### config.mk
export PLATFORM = sky130hd
export DESIGN_NAME = data_table_search_pool_flat
export DESIGN_NICKNAME = d
export VERILOG_FILES = /design/src/rtl/data_table_search_pool_pkg.sv /design/src/rtl/data_table_search_pool_if.sv /design/src/rtl/data_table_search_pool_engine.sv /design/src/rtl/data_table_search_pool.sv /design/src/flat_wrapper.sv
export SDC_FILE = /design/constraint.sdc
export NUM_CORES = 1
export LEC_CHECK = 0
export BUFFER_PORTS_ARGS = -buffer_cell sky130_fd_sc_hd__buf_4
export CAP_MARGIN = 5
export CORE_UTILIZATION = 47
export DETAILED_ROUTE_END_ITERATION = 6
export PLACE_DENSITY = 0.78
export SLEW_MARGIN = 10
export SYNTH_ARGS = -nofsm -noshare
export SYNTH_HDL_FRONTEND = slang
export SYNTH_SLANG_ARGS = --single-unit
export TNS_END_PERCENT = 30
### constraint.sdc
create_clock -name clk_i -period 5.9 [get_ports clk_i]
set_clock_uncertainty 0.15 [all_clocks]
set_input_delay 0.59 -clock clk_i [delete_from_list [all_inputs] [get_ports clk_i]]
set_output_delay 0.59 -clock clk_i [all_outputs]
set_load 0.01 [all_outputs]
### src/rtl/data_table_search_pool_pkg.sv
// Shared hash-table types: search tasks, search results and data-table RAM words.
package hash_table;

    localparam int unsigned TABLE_ADDR_WIDTH = 8;
    localparam int unsigned KEY_WIDTH        = 16;
    localparam int unsigned VALUE_WIDTH      = 16;
    localparam int unsigned ID_WIDTH         = 4;

    typedef enum logic [1:0] {
        NOT_FOUND   = 2'd0,
        FOUND       = 2'd1,
        CHAIN_LIMIT = 2'd2
    } ht_status_t;

    typedef struct packed {
        logic [KEY_WIDTH-1:0]        key;
        logic [TABLE_ADDR_WIDTH-1:0] head_ptr;
        logic                        head_ptr_val;
        logic [ID_WIDTH-1:0]         id;
    } ht_search_task_t;

    typedef struct packed {
        logic [ID_WIDTH-1:0]    id;
        logic [KEY_WIDTH-1:0]   key;
        logic [VALUE_WIDTH-1:0] value;
        ht_status_t             status;
    } ht_search_res_t;

    typedef struct packed {
        logic [KEY_WIDTH-1:0]        key;
        logic [VALUE_WIDTH-1:0]      value;
        logic [TABLE_ADDR_WIDTH-1:0] next_ptr;
        logic                        next_ptr_val;
    } ram_data_t;

endpackage

### src/rtl/data_table_search_pool_if.sv
// Task-in / result-out streams of the search pool; the pool uses the slave side.
interface data_table_search_pool_if;
    import hash_table::*;

    ht_search_task_t task_i;
    logic            task_valid_i;
    logic            task_ready_o;
    ht_search_res_t  result_o;
    logic            result_valid_o;
    logic            result_ready_i;

    modport master (
        output task_i, task_valid_i, result_ready_i,
        input  task_ready_o, result_o, result_valid_o
    );

    modport slave (
        input  task_i, task_valid_i, result_ready_i,
        output task_ready_o, result_o, result_valid_o
    );
endinterface

### src/rtl/data_table_search_pool_engine.sv
// One hash-chain walker: holds a task, requests RAM reads in its slot, follows
// next pointers until hit, end of chain or hop limit, then offers the result.
module data_table_search_engine
    import hash_table::*;
#(
    parameter int unsigned MAX_CHAIN = 16
) (
    input  logic                        clk_i,
    input  logic                        rst_i,
    input  logic                        start_i,
    input  ht_search_task_t             task_i,
    input  logic                        slot_hit_i,
    input  logic                        rd_vld_i,
    input  ram_data_t                   rd_data_i,
    input  logic                        res_ack_i,
    output logic                        idle_o,
    output logic                        done_o,
    output logic                        rd_req_o,
    output logic [TABLE_ADDR_WIDTH-1:0] addr_o,
    output ht_search_res_t              res_o
);

    localparam int unsigned HOP_W = (MAX_CHAIN > 1) ? $clog2(MAX_CHAIN) : 1;
    localparam logic [HOP_W-1:0] LAST_HOP = HOP_W'(MAX_CHAIN - 1);

    typedef enum logic [1:0] {
        S_IDLE,
        S_WAIT_SLOT,
        S_WAIT_DATA,
        S_DONE
    } eng_state_t;

    eng_state_t                  state;
    logic [HOP_W-1:0]            hops;
    logic [TABLE_ADDR_WIDTH-1:0] addr_q;
    ht_search_res_t              res_q;
    logic                        key_hit;
    logic                        last_hop;

    assign key_hit  = (rd_data_i.key == res_q.key);
    assign last_hop = (hops == LAST_HOP);

    assign idle_o   = (state == S_IDLE);
    assign done_o   = (state == S_DONE);
    assign rd_req_o = (state == S_WAIT_SLOT) && slot_hit_i;
    assign addr_o   = addr_q;
    assign res_o    = res_q;

    // Control FSM: state and hop count, cleared by reset.
    always_ff @(posedge clk_i or posedge rst_i) begin
        if (rst_i) begin
            state <= S_IDLE;
            hops  <= '0;
        end else begin
            case (state)
                S_IDLE: begin
                    if (start_i) begin
                        hops  <= '0;
                        state <= task_i.head_ptr_val ? S_WAIT_SLOT : S_DONE;
                    end
                end
                S_WAIT_SLOT: begin
                    if (slot_hit_i) state <= S_WAIT_DATA;
                end
                S_WAIT_DATA: begin
                    if (rd_vld_i) begin
                        if (key_hit || !rd_data_i.next_ptr_val || last_hop) begin
                            state <= S_DONE;
                        end else begin
                            hops  <= hops + 1'b1;
                            state <= S_WAIT_SLOT;
                        end
                    end
                end
                S_DONE: begin
                    if (res_ack_i) state <= S_IDLE;
                end
                default: state <= S_IDLE;
            endcase
        end
    end

    // Task/result data: latched on accept, updated on each owned RAM return.
    always_ff @(posedge clk_i) begin
        if ((state == S_IDLE) && start_i) begin
            res_q.id     <= task_i.id;
            res_q.key    <= task_i.key;
            res_q.value  <= '0;
            res_q.status <= NOT_FOUND;
            addr_q       <= task_i.head_ptr;
        end else if ((state == S_WAIT_DATA) && rd_vld_i) begin
            if (key_hit) begin
                res_q.value  <= rd_data_i.value;
                res_q.status <= FOUND;
            end else if (!rd_data_i.next_ptr_val) begin
                res_q.status <= NOT_FOUND;
            end else if (last_hop) begin
                res_q.status <= CHAIN_LIMIT;
            end else begin
                addr_q <= rd_data_i.next_ptr;
            end
        end
    end

endmodule

### src/rtl/data_table_search_pool.sv
// Pool of hash-chain search engines sharing one RAM read port through a
// round-robin slot counter, with lowest-free dispatch and round-robin result merge.
module data_table_search_pool
    import hash_table::*;
#(
    parameter int unsigned ENGINES_CNT = 4,
    parameter int unsigned RAM_LATENCY = 2,
    parameter int unsigned A_WIDTH     = TABLE_ADDR_WIDTH,
    parameter int unsigned MAX_CHAIN   = 16
) (
    input  logic                       clk_i,
    input  logic                       rst_i,
    data_table_search_pool_if.slave    sp,
    output logic [A_WIDTH-1:0]         rd_addr_o,
    output logic                       rd_en_o,
    input  ram_data_t                  rd_data_i
);

    localparam int unsigned IDX_W = (ENGINES_CNT > 1) ? $clog2(ENGINES_CNT) : 1;

    logic [IDX_W-1:0]            slot_q;
    logic [RAM_LATENCY-1:0]      tag_vld;
    logic [IDX_W-1:0]            tag_idx [RAM_LATENCY];

    logic [ENGINES_CNT-1:0]      eng_idle;
    logic [ENGINES_CNT-1:0]      eng_done;
    logic [ENGINES_CNT-1:0]      eng_rd_req;
    logic [TABLE_ADDR_WIDTH-1:0] eng_addr [ENGINES_CNT];
    ht_search_res_t              eng_res  [ENGINES_CNT];

    logic                        run_q;
    logic                        any_idle;
    logic [IDX_W-1:0]            disp_idx;
    logic                        accept;

    logic [IDX_W-1:0]            rr_ptr;
    logic                        lock_q;
    logic [IDX_W-1:0]            lock_idx_q;
    logic                        rr_found;
    logic [IDX_W-1:0]            rr_idx;
    logic [IDX_W-1:0]            grant;
    int                          arb_cand;
    logic                        res_hs;

    // Slot pointer: one engine owns the RAM port each cycle.
    always_ff @(posedge clk_i or posedge rst_i) begin
        if (rst_i) begin
            slot_q <= '0;
        end else if (slot_q == IDX_W'(ENGINES_CNT - 1)) begin
            slot_q <= '0;
        end else begin
            slot_q <= slot_q + 1'b1;
        end
    end

    // Tag line: remembers which engine owns each in-flight read.
    always_ff @(posedge clk_i or posedge rst_i) begin
        if (rst_i) begin
            tag_vld <= '0;
            tag_idx <= '{default: '0};
        end else begin
            tag_vld[0] <= rd_en_o;
            tag_idx[0] <= slot_q;
            for (int i = 1; i < int'(RAM_LATENCY); i++) begin
                tag_vld[i] <= tag_vld[i-1];
                tag_idx[i] <= tag_idx[i-1];
            end
        end
    end

    for (genvar g = 0; g < ENGINES_CNT; g++) begin : g_eng
        data_table_search_engine #(
            .MAX_CHAIN (MAX_CHAIN)
        ) u_eng (
            .clk_i      (clk_i),
            .rst_i      (rst_i),
            .start_i    (accept && (disp_idx == IDX_W'(g))),
            .task_i     (sp.task_i),
            .slot_hit_i (slot_q == IDX_W'(g)),
            .rd_vld_i   (tag_vld[RAM_LATENCY-1] && (tag_idx[RAM_LATENCY-1] == IDX_W'(g))),
            .rd_data_i  (rd_data_i),
            .res_ack_i  (res_hs && (grant == IDX_W'(g))),
            .idle_o     (eng_idle[g]),
            .done_o     (eng_done[g]),
            .rd_req_o   (eng_rd_req[g]),
            .addr_o     (eng_addr[g]),
            .res_o      (eng_res[g])
        );
    end

    // RAM port mux: at most one engine requests per cycle, so a plain OR-mux suffices.
    always_comb begin
        rd_en_o   = 1'b0;
        rd_addr_o = '0;
        for (int i = 0; i < int'(ENGINES_CNT); i++) begin
            if (eng_rd_req[IDX_W'(i)]) begin
                rd_en_o   = 1'b1;
                rd_addr_o = A_WIDTH'(eng_addr[i]);
            end
        end
    end

    // Dispatch priority encoder: lowest-index idle engine takes the next task.
    always_comb begin
        any_idle = 1'b0;
        disp_idx = '0;
        for (int i = int'(ENGINES_CNT) - 1; i >= 0; i--) begin
            if (eng_idle[IDX_W'(i)]) begin
                any_idle = 1'b1;
                disp_idx = IDX_W'(i);
            end
        end
    end

    assign sp.task_ready_o = run_q && any_idle;
    assign accept          = sp.task_valid_i && sp.task_ready_o;

    // Result arbiter search: first done engine at or after the round-robin pointer.
    always_comb begin
        rr_found = 1'b0;
        rr_idx   = rr_ptr;
        arb_cand = 0;
        for (int k = 0; k < int'(ENGINES_CNT); k++) begin
            arb_cand = (int'(rr_ptr) + k) % int'(ENGINES_CNT);
            if (!rr_found && eng_done[IDX_W'(arb_cand)]) begin
                rr_found = 1'b1;
                rr_idx   = IDX_W'(arb_cand);
            end
        end
    end

    assign grant             = lock_q ? lock_idx_q : rr_idx;
    assign sp.result_valid_o = lock_q || rr_found;
    assign res_hs            = sp.result_valid_o && sp.result_ready_i;
    assign sp.result_o       = sp.result_valid_o ? eng_res[grant] : '0;

    // Arbiter state: freeze an offered-but-stalled grant, advance past each handshake.
    always_ff @(posedge clk_i or posedge rst_i) begin
        if (rst_i) begin
            run_q      <= 1'b0;
            rr_ptr     <= '0;
            lock_q     <= 1'b0;
            lock_idx_q <= '0;
        end else begin
            run_q      <= 1'b1;
            lock_q     <= sp.result_valid_o && !sp.result_ready_i;
            lock_idx_q <= grant;
            if (res_hs) begin
                if (grant == IDX_W'(ENGINES_CNT - 1)) rr_ptr <= '0;
                else                                  rr_ptr <= grant + 1'b1;
            end
        end
    end

endmodule

### src/flat_wrapper.sv
// flat-port wrapper written by rule: the top's interface ports become plain ports
module data_table_search_pool_flat import hash_table::*;
#(
    parameter int unsigned ENGINES_CNT = 4,
    parameter int unsigned RAM_LATENCY = 2,
    parameter int unsigned A_WIDTH     = TABLE_ADDR_WIDTH,
    parameter int unsigned MAX_CHAIN   = 16
)
  (clk_i, rst_i, rd_addr_o, rd_en_o, rd_data_i, sp_task_i, sp_task_valid_i, sp_result_ready_i, sp_task_ready_o, sp_result_o, sp_result_valid_o);
  data_table_search_pool_if sp_i ();
  input  logic clk_i;
  input  logic rst_i;
  output logic [A_WIDTH-1:0] rd_addr_o;
  output logic rd_en_o;
  input  ram_data_t rd_data_i;
  input wire logic [$bits(sp_i.task_i)-1:0] sp_task_i;
  input wire logic [$bits(sp_i.task_valid_i)-1:0] sp_task_valid_i;
  input wire logic [$bits(sp_i.result_ready_i)-1:0] sp_result_ready_i;
  output wire logic [$bits(sp_i.task_ready_o)-1:0] sp_task_ready_o;
  output wire logic [$bits(sp_i.result_o)-1:0] sp_result_o;
  output wire logic [$bits(sp_i.result_valid_o)-1:0] sp_result_valid_o;
  assign sp_i.task_i = sp_task_i;
  assign sp_i.task_valid_i = sp_task_valid_i;
  assign sp_i.result_ready_i = sp_result_ready_i;
  assign sp_task_ready_o = sp_i.task_ready_o;
  assign sp_result_o = sp_i.result_o;
  assign sp_result_valid_o = sp_i.result_valid_o;
  data_table_search_pool #(.ENGINES_CNT(ENGINES_CNT), .RAM_LATENCY(RAM_LATENCY), .A_WIDTH(A_WIDTH), .MAX_CHAIN(MAX_CHAIN)) u_core (.clk_i(clk_i), .rst_i(rst_i), .sp(sp_i), .rd_addr_o(rd_addr_o), .rd_en_o(rd_en_o), .rd_data_i(rd_data_i));
endmodule
==> insert_results.sql, run 1 <==
INSERT INTO impl_metrics (metric_group, metric, value, unit) VALUES
('run_status', 'run_status', 'finished, violations left', ''),
('run_status', 'violated_checks', 'design-rule violations', ''),
('detailed_routing', 'drc', '2', ''),
('timing', 'report.final.slew_viol_count', '0', ''),
('floorplan', 'fp.dieArea', '0.0158', 'mm²'),
('global_routing', 'initial_antenna_violation_count', '0', ''),
('synth', 'postSynthRegisterBits', '154', ''),
('critical_path', 'crit_buf_inv', '2', ''),
('synth', 'synth_top_flop_cell', 'edfxtp_1', ''),
('clock_tree', 'worstSkewPairLatency', '0.43', 'ns'),
('detailed_routing', 'm1WireLength', '7.01', 'mm'),
('critical_path', 'critPathLaunchType', 'flip-flop', ''),
('power', 'power_per_cell_area', '459', 'mW/mm²'),
('critical_path', 'critical_path.slowest_cell', 'inv_2', ''),
('floorplan', 'core_area', '0.0147', 'mm²'),
('timing', 'fmaxAchievable', '232', 'MHz'),
('floorplan', 'die-width', '126', 'µm'),
('detailed_routing', 'wirelength', '17.0', 'mm'),
('detailed_routing', 'route.detailed.vias_per_inst', '5.58', ''),
('clock_tree', 'cts.clk_slew.worst_paths', '0.06', 'ns'),
('power', 'p_leak', '3.78', 'nW'),
('synth', 'synthesis.nets', '691', ''),
('critical_path', 'cp_cell_sequence', 'and2_1 > mux4_2 > a21oi_2 > a2111o_1 > o221ai_4 > inv_2 > mux2i_1 > o22ai_1 > buf_4', ''),
('timing', 'setup_repair_after_global_routing_missed_its_margin', 'false', ''),
('place', 'dp_hpwl', '11.5', 'mm'),
('synth', 'synth-warning-count', '0', ''),
('critical_path', 'slowest_cell_delay_on_critical_path', '0.64', 'ns'),
('clock_tree', 'clock_tree_buf_depth', '2', ''),
('synth', 'synthesis.instances', '600', ''),
('critical_path', 'crit_family', 'multiplexers', ''),
('synth', 'yosysUniqueCellTypes', '54', ''),
('finish', 'drive_gt1_frac', '0.260', ''),
('global_routing', 'grt_start_max_net_pins', '52', ''),
('hold_path', 'holdCritPathClass', 'in -> async', ''),
('synth', 'syn_area', '0.00717', 'mm²'),
('clock_tree', 'number_of_cts_inserted_buffers', '17', ''),
('synth', 'post_synth.cell_area_avg', '12.0', 'µm²'),
('clock_tree', 'post-cts-setup-buffer-count', '0', ''),
('global_routing', 'grt_overflow_total', '0', ''),
('global_routing', 'grt_pass1_vias', '5257', ''),
('critical_path', 'required_worst_endpoint', '5.16', 'ns'),
('synth', 'postSynth.asyncResetShare', '0.195', ''),
('clock_tree', 'cts-hold-fix-buffers', '0', ''),
('finish', 'final_cell_mix', 'buf_4 (129), edfxtp_1 (88), mux2i_1 (75)', ''),
('critical_path', 'crit_type', 'reg -> out', ''),
('synth', 'synth-edff-count', '88', ''),
('detailed_routing', 'met2_wirelength', '8.69', 'mm'),
('critical_path', 'cp_data_arrival_time', '3.56', 'ns'),
('power', 'vdd_ir_drop_max', '0.289', 'mV'),
('detailed_routing', 'dr.max_layer_used', 'met4', ''),
('critical_path', 'critPathCaptureType', 'output pin', ''),
('finish', 'antenna-diode-count', '0', ''),
('flow_run', 'drv_cap', '0', ''),
('synth', 'post_synth_main_area_contributors', 'edfxtp_1 (37%), dfrtp_1 (10%), mux2i_1 (10%)', ''),
('clock_tree', 'clock-sinks', '154', ''),
('finish', 'finish.net_count', '814', ''),
('finish', 'final_common_cell', 'buf_4', ''),
('floorplan', 'effective_utilization_at_floorplan', '0.488', ''),
('global_routing', 'grt_pass1_wl', '26.8', 'mm'),
('global_routing', 'grt_use_total', '0.223', ''),
('timing', 'period_minus_slack', '4.30', 'ns'),
('finish', 'area_growth', '23.4', '%'),
('floorplan', 'rows', '44', ''),
('clock_tree', 'cts_tree', 'done', ''),
('timing', 'fin_setup_tns', '0', 'ns'),
('detailed_routing', 'routedWlPerCell', '18.5', 'µm'),
('floorplan', 'die_h', '126', 'µm'),
('synth', 'synthDominantCellAreaShare', '0.368', ''),
('timing', 'number_of_hold_violations_in_the_final_report', '0', ''),
('clock_tree', 'clock_h_tree_levels', '4', ''),
('timing', 'timing.slew.headroom', '0.317', '');
cell type report:
type / instances / area, µm²
clock buffers: 20 / 437
clock inverters: 12 / 148
fillers: 1134 / 5840
inverters: 25 / 93.8
multi-input cells: 396 / 2860
flip-flops and latches: 154 / 4110
well taps: 184 / 230
repair buffers: 129 / 968
per-layer routing:
layer,vias up,track usage
met4,0,0.0861
met2,171,0.386
met1,2525,0.264
met5,-,0
li1,2406,-
met3,35,0.0569
cell usage after synthesis, types with 4 or more instances:
cell type	n
nand3_1	7
nor4_1	9
nor3_1	5
a31oi_1	7
mux2_2	17
and3_1	4
inv_1	23
o22ai_1	17
buf_2	9
dfrtp_1	30
xor2_1	36
nor2b_1	6
clkbuf_1	10
ha_1	17
mux2i_1	75
buf_4	5
a21oi_1	27
nand2_1	53
nor2_1	55
edfxtp_1	88
a22o_1	8
dfxtp_1	36
o21ai_0	9
power breakdown:
| group | switching [mW] | internal (mW) | total [mW] |
|---|---|---|---|
| Combinational | 0.992 | 0.711 | 1.70 |
| Clock | 0.418 | 0.662 | 1.08 |
| Sequential | 0.0721 | 1.21 | 1.28 |
through the flow:
step	power, mW	worst slack [ns]	instances	hold WS [ns]	util
6_report	4.06	1.60	920	0.112	0.602
5_1_grt	4.24	1.44	920	0.157	0.602
4_1_cts	4.08	1.63	920	0.180	0.602
3_5_place_dp	3.00	2.08	888	0.187	0.562
3_3_place_gp	2.96	2.13	888	0.185	0.562
2_1_floorplan	2.38	2.81	600	0.181	-
sequential cells by signal (all words and copies together) (netlist names):
| signal | count |
|---|---|
| u_core.g_eng.u_eng.state | 8 |
| u_core.g_eng.u_eng.addr_o | 16 |
| u_core.slot_q | 2 |
| u_core.run_q | 1 |
| u_core.lock_q | 1 |
| u_core.g_eng.u_eng.hops | 8 |
| u_core.rr_ptr | 2 |
| u_core.tag_idx | 4 |
| u_core.tag_vld | 2 |
| u_core.g_eng.u_eng.res_o | 108 |
| u_core.lock_idx_q | 2 |
cells by family (layout without fill, tap and decap cells):
| family | count (synthesis) | count (layout) | share of synthesized area |
|---|---|---|---|
| adder cells (fa/ha/maj) | 17 | 17 | 0.0296 |
| XOR/XNOR | 37 | 37 | 0.0452 |
| buffers and inverters | 50 | 186 | 0.0314 |
| AND/OR/NAND/NOR | 157 | 157 | 0.0982 |
| other | 1 | 1 | 0.000523 |
| AO/OA/AOI/OAI | 90 | 90 | 0.0841 |
| multiplexers | 94 | 94 | 0.138 |
| flip-flops | 154 | 154 | 0.573 |
final timing paths:
path	endpoint	startpoint	cells past startpoint	slack (ns)
min in group clk_i	u_core.lock_q	sp_result_ready_i	2	0.19
max in group asynchronous	u_core.lock_idx_q[1]	rst_i	2	5.06
max reg2reg	u_core.g_eng[3].u_eng.state[1]	u_core.g_eng[0].u_eng.state[0]	11	2.48
min reg2reg	u_core.tag_idx[1]	u_core.tag_idx[3]	0	0.20
max	sp_result_o[16]	u_core.g_eng[0].u_eng.state[0]	9	1.60
min	u_core.g_eng[0].u_eng.hops[0]	rst_i	2	0.11
No activity file was read; power rests on OpenSTA's default activity.
==> inputs of run 2 (changes only) <==
==> constraint.sdc (replaced) <==
create_clock -name clk_i -period 4.05 [get_ports clk_i]
set_clock_uncertainty 0.15 [all_clocks]
set_input_delay 0.405 -clock clk_i [delete_from_list [all_inputs] [get_ports clk_i]]
set_output_delay 0.405 -clock clk_i [all_outputs]
set_load 0.01 [all_outputs]
==> run 2 against run 1 <==
The flow still finishes with violations (design-rule violations). Non-clock buffer count rose by 15. Final cell count up 1.7%. Total power increased by 51%. Critical path type unchanged. Critical endpoint is now sp_result_o[1]. Wire length is 0.73% higher.
==> insert_results.sql, run 2 (same netlist as run 1, synthesis figures left out) <==
INSERT INTO impl_metrics (metric_group, metric, value, unit) VALUES
('detailed_routing', 'route.detailed.vias_per_inst', '5.54', ''),
('flow_run', 'drv_cap', '0', ''),
('finish', 'finish.instance_area', '0.00903', 'mm²'),
('finish', 'antenna-diode-count', '0', ''),
('clock_tree', 'clock_h_tree_levels', '4', ''),
('timing', 'number_of_hold_violations_in_the_final_report', '0', ''),
('critical_path', 'cp_data_arrival_time', '3.35', 'ns'),
('finish', 'drive_gt1_frac', '0.262', ''),
('power', 'pwr-share-seq', '0.305', ''),
('floorplan', 'design.portCount', '123', ''),
('clock_tree', 'clock_tree_buf_depth', '2', ''),
('run_status', 'run_status', 'finished, violations left', ''),
('finish', 'postLayoutCoreUtil', '0.614', ''),
('power', 'p_leak', '3.86', 'nW'),
('clock_tree', 'worstSkewPairLatency', '0.42', 'ns'),
('detailed_routing', 'final_antenna_net_count', '0', ''),
('critical_path', 'critPathCaptureType', 'output pin', ''),
('critical_path', 'critical_path.slowest_cell', 'mux4_2', ''),
('timing', 'timing.slew.headroom', '0.359', ''),
('place', 'dp_hpwl', '11.4', 'mm'),
('power', 'p_comb_frac', '0.441', ''),
('finish', 'final_cell_mix', 'buf_4 (131), edfxtp_1 (88), mux2i_1 (75)', ''),
('detailed_routing', 'route.vias.total', '5185', ''),
('critical_path', 'cp_cell_sequence', 'and2_1 > mux4_2 > a21oi_1 > xnor2_1 > o31ai_4 > nand2_4 > buf_4 > nor2_1 > buf_4', ''),
('global_routing', 'grt_overflow_total', '0', ''),
('floorplan', 'fp.dieArea', '0.0158', 'mm²'),
('timing', 'finalCritPeriodShare', '0.963', ''),
('clock_tree', 'clock-sinks', '154', ''),
('finish', 'area_growth', '25.8', '%'),
('floorplan', 'die_h', '126', 'µm'),
('detailed_routing', 'drc', '2', ''),
('clock_tree', 'cts_tree', 'done', ''),
('hold_path', 'holdCritPathClass', 'in -> reg', ''),
('place', 'finalWeightedCongestion', '0.839', ''),
('finish', 'finish.net_count', '830', ''),
('floorplan', 'rows', '44', ''),
('critical_path', 'critPathMostFrequentCell', 'buf_4', ''),
('critical_path', 'crit_buf_inv', '2', ''),
('global_routing', 'grt_pass1_vias', '5292', ''),
('clock_tree', 'cts-root-buf', 'clkbuf_16', ''),
('detailed_routing', 'first_pass_iters', '7', ''),
('place', 'dpl-instance-area', '0.00830', 'mm²'),
('critical_path', 'crit_family', 'simple AND/OR/NAND/NOR gates', ''),
('power', 'share_clk_of_total_power', '0.254', ''),
('power', 'swShare', '0.372', ''),
('finish', 'number_of_flip_flops_in_the_largest_register', '108', ''),
('clock_tree', 'cts.clk_slew.worst_paths', '0.06', 'ns'),
('timing', 'fin_setup_tns', '0', 'ns'),
('power', 'cell_internal_pwr', '3.84', 'mW'),
('timing', 'finalSetupViolCount', '0', ''),
('power', 'vdd_ir_drop_max', '0.391', 'mV'),
('finish', 'final_common_cell', 'buf_4', ''),
('clock_tree', 'number_of_cts_inserted_buffers', '17', ''),
('global_routing', 'grt_use_total', '0.219', ''),
('floorplan', 'die-width', '126', 'µm'),
('timing', 'period_minus_slack', '3.90', 'ns'),
('timing', 'worst-slew-pin-transition', '0.955', 'ns'),
('run_status', 'violated_checks', 'design-rule violations', ''),
('global_routing', 'initial_antenna_violation_count', '0', ''),
('power', 'power_per_cell_area', '677', 'mW/mm²'),
('critical_path', 'required_worst_endpoint', '3.49', 'ns'),
('detailed_routing', 'routedWlPerCell', '18.3', 'µm'),
('detailed_routing', 'wirelength', '17.2', 'mm'),
('timing', 'report.final.slew_viol_count', '0', ''),
('global_routing', 'grt_pass1_wl', '26.6', 'mm'),
('critical_path', 'crit_type', 'reg -> out', ''),
('floorplan', 'core_area', '0.0147', 'mm²'),
('place', 'place.port_buffers', '122', ''),
('floorplan', 'effective_utilization_at_floorplan', '0.488', ''),
('power', 'power.switching', '2.27', 'mW'),
('critical_path', 'critPathLaunchType', 'flip-flop', ''),
('detailed_routing', 'drtIter0Drc', '365', ''),
('finish', 'fill_cells', '1104', ''),
('critical_path', 'slowest_cell_delay_on_critical_path', '0.52', 'ns'),
('timing', 'fmaxAchievable', '256', 'MHz'),
('critical_path', 'path_max_fanout', '24', ''),
('global_routing', 'grt_start_max_net_pins', '51', '');
[run 2: power groups by stage]
stage	combinational, mW	clock (mW)	sequential [mW]
5_1_grt	2.87	1.64	1.88
2_1_floorplan	1.63	0	1.84
4_1_cts	2.58	1.58	1.86
3_3_place_gp	2.52	0	1.88
6_report	2.70	1.55	1.87
3_5_place_dp	2.55	0	1.89
[run 2: area by class of cell]
class	instances	area [µm²]	share of cell area
inverter	25	93.8	0.0104
multi-input combinational	397	2890	0.320
tap	184	230	0.0255
timing repair buffer	144	1130	0.125
sequential	154	4110	0.456
clock buffer	23	458	0.0507
clock inverter	9	116	0.0129
[run 2: per-layer routing]
layer,share of wire,vias to the layer above,track usage
met5,0,-,0
met4,0.020,0,0.0954
met3,0.044,28,0.0535
met2,0.52,140,0.377
met1,0.42,2571,0.260
li1,-,2446,-
[run 2: worst paths after layout]
check	start	end	slack, ns	cells after the start
worst max-delay path	u_core.g_eng[0].u_eng.state[0]	sp_result_o[1]	0.15	9
worst min-delay path	sp_task_i[1]	u_core.g_eng[1].u_eng.res_o[35]	0.02	1
worst max register to register	u_core.g_eng[0].u_eng.state[0]	u_core.g_eng[3].u_eng.state[1]	0.76	11
worst min register to register	u_core.tag_vld[0]	u_core.tag_vld[1]	0.20	0
max in group asynchronous	rst_i	u_core.g_eng[3].u_eng.state[1]	2.84	3
min in group asynchronous	rst_i	u_core.run_q	0.49	3
[run 2: timing repair]
action                                 4_1_cts  5_1_grt
setup endpoints to repair                    0       38
endpoints found under the hold margin        1       45
hold buffers                                 1        9
setup buffers                                0        2
gates resized for setup                      0        4
[run 2: worst register-to-register path, stage by stage, from the launching register on]
cell and delay, ns:
dfrtp_1 0.50, and2_1 0.25, mux4_2 0.52, a21oi_2 0.21, a21oi_2 0.14, o221ai_2 0.50
inv_1 0.16, ha_1 0.26, nand2_1 0.09, nand2_1 0.06, nand2_1 0.12, mux2i_1 0.23
[run 2: per-stage QoR]
step | instances | hold slack [ns] | power, mW | worst slack (ns)
after floorplan | 600 | 0.181 | 3.46 | 1.14
after global placement | 891 | 0.183 | 4.40 | 0.553
after detailed placement | 891 | 0.193 | 4.44 | 0.486
after CTS | 924 | 0.000138 | 6.01 | 0.0209
after global routing | 936 | 0.000176 | 6.39 | -0.00419
final | 936 | 0.0213 | 6.11 | 0.148
